<file path="src/rtl/serial_adder_if.sv">
// Request/response bundle for the bit-serial adder: operands and start in,
// busy/done status and the registered result out.
interface serial_adder_if #(parameter int WIDTH = 8);
    logic             start;
    logic [WIDTH-1:0] a;
    logic [WIDTH-1:0] b;
    logic             cin;
    logic             busy;
    logic             done;
    logic [WIDTH-1:0] sum;
    logic             cout;

    modport master (output start, a, b, cin, input busy, done, sum, cout);
    modport slave  (input start, a, b, cin, output busy, done, sum, cout);
endinterface

</file>
<file path="src/rtl/serial_adder.sv">
// Bit-serial adder: one full-adder cell is fed LSB first from operand shift
// registers, with a carry flop closing the loop; WIDTH result bits in WIDTH cycles.
module fulladder (
    input  logic A,
    input  logic B,
    input  logic Cin,
    output logic S,
    output logic Cout
);
    assign S    = A ^ B ^ Cin;
    assign Cout = (A & B) | (A & Cin) | (B & Cin);
endmodule

module serial_adder #(
    parameter int WIDTH = 8
) (
    input  logic          clk,
    input  logic          rst,
    serial_adder_if.slave bus
);
    localparam int CW = $clog2(WIDTH) + 1;

    typedef enum logic [1:0] {IDLE, SHIFT, DONE} state_t;

    state_t           state_q, state_d;
    logic [WIDTH-1:0] sh_a_q, sh_a_d;
    logic [WIDTH-1:0] sh_b_q, sh_b_d;
    logic [WIDTH-1:0] sh_s_q, sh_s_d;
    logic             carry_q, carry_d;
    logic [CW-1:0]    cnt_q, cnt_d;
    logic [WIDTH-1:0] sum_q, sum_d;
    logic             cout_q, cout_d;
    logic             fa_s, fa_cout;

    fulladder u_fa (
        .A   (sh_a_q[0]),
        .B   (sh_b_q[0]),
        .Cin (carry_q),
        .S   (fa_s),
        .Cout(fa_cout)
    );

    always_ff @(posedge clk or posedge rst) begin
        if (rst) begin
            state_q <= IDLE;
            sh_a_q  <= '0;
            sh_b_q  <= '0;
            sh_s_q  <= '0;
            carry_q <= 1'b0;
            cnt_q   <= '0;
            sum_q   <= '0;
            cout_q  <= 1'b0;
        end else begin
            state_q <= state_d;
            sh_a_q  <= sh_a_d;
            sh_b_q  <= sh_b_d;
            sh_s_q  <= sh_s_d;
            carry_q <= carry_d;
            cnt_q   <= cnt_d;
            sum_q   <= sum_d;
            cout_q  <= cout_d;
        end
    end

    always_comb begin
        state_d = state_q;
        sh_a_d  = sh_a_q;
        sh_b_d  = sh_b_q;
        sh_s_d  = sh_s_q;
        carry_d = carry_q;
        cnt_d   = cnt_q;
        sum_d   = sum_q;
        cout_d  = cout_q;
        case (state_q)
            IDLE, DONE: begin
                state_d = IDLE;
                if (bus.start) begin
                    state_d = SHIFT;
                    sh_a_d  = bus.a;
                    sh_b_d  = bus.b;
                    sh_s_d  = '0;
                    carry_d = bus.cin;
                    cnt_d   = '0;
                end
            end
            SHIFT: begin
                // Shift-and-insert written without a slice so WIDTH=1 elaborates.
                sh_s_d  = (sh_s_q >> 1) | (WIDTH'(fa_s) << (WIDTH - 1));
                sh_a_d  = sh_a_q >> 1;
                sh_b_d  = sh_b_q >> 1;
                carry_d = fa_cout;
                cnt_d   = cnt_q + CW'(1);
                if (cnt_q == CW'(WIDTH - 1)) begin
                    state_d = DONE;
                    sum_d   = sh_s_d;
                    cout_d  = fa_cout;
                end
            end
            default: state_d = IDLE;
        endcase
    end

    assign bus.busy = (state_q == SHIFT);
    assign bus.done = (state_q == DONE);
    assign bus.sum  = sum_q;
    assign bus.cout = cout_q;
endmodule

</file>
<file path="src/flat_wrapper.sv">
// flat-port wrapper written by rule: the top's interface ports become plain ports
module serial_adder_flat 
#(
    parameter int WIDTH = 8
)
  (clk, rst, bus_start, bus_a, bus_b, bus_cin, bus_busy, bus_done, bus_sum, bus_cout);
  serial_adder_if #(.WIDTH(WIDTH)) bus_i ();
  input  logic clk;
  input  logic rst;
  input wire logic [$bits(bus_i.start)-1:0] bus_start;
  input wire logic [$bits(bus_i.a)-1:0] bus_a;
  input wire logic [$bits(bus_i.b)-1:0] bus_b;
  input wire logic [$bits(bus_i.cin)-1:0] bus_cin;
  output wire logic [$bits(bus_i.busy)-1:0] bus_busy;
  output wire logic [$bits(bus_i.done)-1:0] bus_done;
  output wire logic [$bits(bus_i.sum)-1:0] bus_sum;
  output wire logic [$bits(bus_i.cout)-1:0] bus_cout;
  assign bus_i.start = bus_start;
  assign bus_i.a = bus_a;
  assign bus_i.b = bus_b;
  assign bus_i.cin = bus_cin;
  assign bus_busy = bus_i.busy;
  assign bus_done = bus_i.done;
  assign bus_sum = bus_i.sum;
  assign bus_cout = bus_i.cout;
  serial_adder #(.WIDTH(WIDTH)) u_core (.clk(clk), .rst(rst), .bus(bus_i));
endmodule
</file>
<file path="config.mk">
export PLATFORM = sky130hd
export DESIGN_NAME = serial_adder_flat
export DESIGN_NICKNAME = d
export VERILOG_FILES = /design/src/rtl/serial_adder_if.sv /design/src/rtl/serial_adder.sv /design/src/flat_wrapper.sv
export SDC_FILE = /design/constraint.sdc
export NUM_CORES = 1
export LEC_CHECK = 0
export ABC_AREA = 1
export BUFFER_PORTS_ARGS = -buffer_cell sky130_fd_sc_hd__buf_2
export CORE_MARGIN = 2
export CORE_UTILIZATION = 40
export DETAILED_ROUTE_END_ITERATION = 7
export SLEW_MARGIN = 20
export SYNTH_ARGS = -nofsm -noshare
export SYNTH_HDL_FRONTEND = slang
export SYNTH_HIERARCHICAL = 1
export SYNTH_SLANG_ARGS = --single-unit
</file>
<file path="constraint.sdc">
create_clock -name clk -period 1.8 [get_ports clk]
set_clock_uncertainty 0.15 [all_clocks]
set_input_delay 0.36 -clock clk [delete_from_list [all_inputs] [get_ports clk]]
set_output_delay 0.36 -clock clk [all_outputs]
set_load 0.01 [all_outputs]
</file>
==> reports/metrics.cfg <==
[placement]
dp.cells=297
place.gp.congestion=0.728
port_buffers=30
place_hpwl_um=2090

[synthesis]
synth-seq-area-share=0.553
postSynth.asyncResetShare=1.00
yosysWarningCount=6
syn-num-nets=239
synth_edf_count=0
synth_area_um2=1760
synth_top_area_cell=dfrtp_1
synth.most_common_cell=nand2_1
synth_commonest_cells=118 x nand2_1, 39 x dfrtp_1, 26 x inv_1
synth_area_per_cell_um2=8.13
synth_top_area_frac=0.553
synth_ff_type=dfrtp_1
ys_ff_latch=39
synth_cells=217
yosys-top-cells-area=dfrtp_1 55%, nand2_1 25%, inv_1 5.5%
synthDistinctLibCells=19

[setup_path]
regToRegSetupSlack_ns=0.37
crit_path_start_kind=register
crit_family=flip-flops
crit_start=u_core/state_q[0]$_DFFE_PP0P_
cp_data_required_time_ns=1.29
rr_worst_depth=7
r2r-end=u_core/sh_b_q[2]$_DFFE_PP0P_
path_cells=inv_2 > nor2_4 > buf_2
cp.depth=3
cp-endpoint=bus_busy
worstReg2RegStart=u_core/state_q[0]$_DFFE_PP0P_
crit_type=register to output port
worstPathArrival_ns=1.18
max_stage_delay_ns=0.47
slowest_stage=dfrtp_1
crit_buf_inv=2
crit_path_end_kind=output port
cp_max_fo=5

[clocking]
insertion_delay_ns=0.29
clkSinkCount=39
clock_path_buffers=2
cts_max_level=2
cts_hold_buf=0
cts_made_buffers=5
postCtsSetupRepairBufs=0
cts_resized=0
cts_root_buf=clkbuf_8
cts_tree=done
clk_pin_slew_ns=0.07

[drt]
drt_iter0_drc=34
finalWirelength_um=3140
vias_per_cell=4.34
via_count=1319
ant_nets=0
first_pass_iters=4
drc=0
wl_per_cell_um=10.3

[power]
power.total_uw=3440
switching_share=0.394
p_int_uw=2090
p_comb_frac=0.389
powerDensity_nw_per_um2=1690
ir_drop_uv=599
leakagePower_uw=0.00117
pwr-share-clk=0.172
netSwitchingPower_uw=1360
power.share.sequential=0.439

[floorplan]
die_x_um=70.4
coreArea_um2=4290
die_height_um=70.4
dieArea_um2=4960
pin_count=31
start_util=0.411
num_rows=24

[timing]
setup_viol=0
min_period_ns=1.69
fmax_mhz=591
hold_viol_final=0
rsz0062_at_grt=no
max_slew.worst_pin.slew_ns=0.503
period_share=0.940
finalMaxSlewViolations=0
final.setup.tns_ns=0
slew_headroom=0.665

[global_route]
grt_most_used_layer=met2
grt_overflow=0
grtUsageTotal=0.142
met2_usage=0.225
antenna_found_initial=0
grt_first_pass_wirelength_um=5580
grt_pass1_vias=1233
grt_start_max_net_pins=40
gr-usage-met3=0.0346
grt_util_met1=0.184

[flow_run]
maxCapViolations=0

[layout]
stdcell_count=304
syn2layout_area_growth_pct=15.5
drive_gt1_frac=0.198
final_nets=274
diodes=0

[run_status]
status=completed

[min_path]
hold_class=input pin to async pin

[logic make-up (layout without fill, tap and decap cells)]
| logic type | count (synthesis) | in the layout | share of synthesized area |
|---|---|---|---|
| simple gates | 134 | 134 | 0.309 |
| flops | 39 | 39 | 0.553 |
| buf+inv | 33 | 68 | 0.0894 |
| compound gates | 9 | 9 | 0.0298 |
| fa+ha+maj | 2 | 2 | 0.0184 |
[routing by layer]
layer / vias to the layer above / part of all wire
met5: - / 0
met4: 0 / 0.016
met3: 5 / 0.046
met2: 31 / 0.43
met1: 568 / 0.51
li1: 715 / -
[flip-flops by register name, summed over array words and instances (netlist names)]
signal           flops
u_core/sh_b_q        8
u_core/carry_q       1
u_core/sh_a_q        8
u_core/cnt_q         4
u_core/bus.cout      1
u_core/sh_s_q        7
u_core/bus.sum       8
u_core/state_q       2
[per-stage QoR]
step           utilization  setup slack, ns  hold WS (ns)  cell area [um2]
4_1_cts              0.474           0.0803        0.0501             2040
6_report             0.474            0.108        0.0246             2040
2_1_floorplan            -            0.401         0.292             1760
3_3_place_gp         0.454            0.385         0.300             1950
5_1_grt              0.474           0.0321        0.0762             2040
3_5_place_dp         0.454            0.361         0.300             1950
[worst register-to-register path: cells and delay by family (launching register included)]
kind,cells,cell delay (ns)
AND/OR/NAND/NOR,4,0.37
flip-flops,1,0.47
buffers and inverters,3,0.39
[power groups by stage]
stage	registers, uW	logic (uW)	clock network (uW)
floorplan	1530	1060	0
global placement	1520	1360	0
detailed placement	1530	1370	0
CTS	1510	1370	615
global route	1570	1570	641
finish	1510	1340	593
[cell type report]
cell class                 instances  area (um2)
multi-input combinational        145         631
timing repair buffer              33         173
sequential                        39         976
clock inverter                     1        5.00
inverter                          28         105
tap                               52        65.1
fill                             442        2260
clock buffer                       6        82.6
[how the worst min path moves through the flow]
| stage | from | depth (start not counted) | end |
|---|---|---|---|
| 6_report | rst | 3 | u_core/bus.sum[6]$_DFFE_PP0P_ |
| 4_1_cts | rst | 3 | u_core/bus.sum[6]$_DFFE_PP0P_ |
| 3_5_place_dp | u_core/sh_s_q[3]$_DFFE_PP0P_ | 2 | u_core/bus.sum[2]$_DFFE_PP0P_ |
| 2_1_floorplan | u_core/sh_s_q[1]$_DFFE_PP0P_ | 2 | u_core/bus.sum[0]$_DFFE_PP0P_ |
| 3_3_place_gp | u_core/sh_s_q[3]$_DFFE_PP0P_ | 2 | u_core/bus.sum[2]$_DFFE_PP0P_ |
| 5_1_grt | rst | 3 | u_core/cnt_q[3]$_DFFE_PP0P_ |
[cell usage in the layout, fill, tap and decap left out, drive strengths merged]
| master | count |
|---|---|
| o22ai | 6 |
| clkbuf | 6 |
| nor2 | 6 |
| o21ai | 2 |
| nand4 | 1 |
| a21oi | 1 |
| or2 | 1 |
| inv | 28 |
| ha | 1 |
| clkinv | 1 |
| nand3 | 4 |
| buf | 33 |
| dfrtp | 39 |
| nand2 | 122 |
| fa | 1 |
Power figures use the tool's default switching activity.
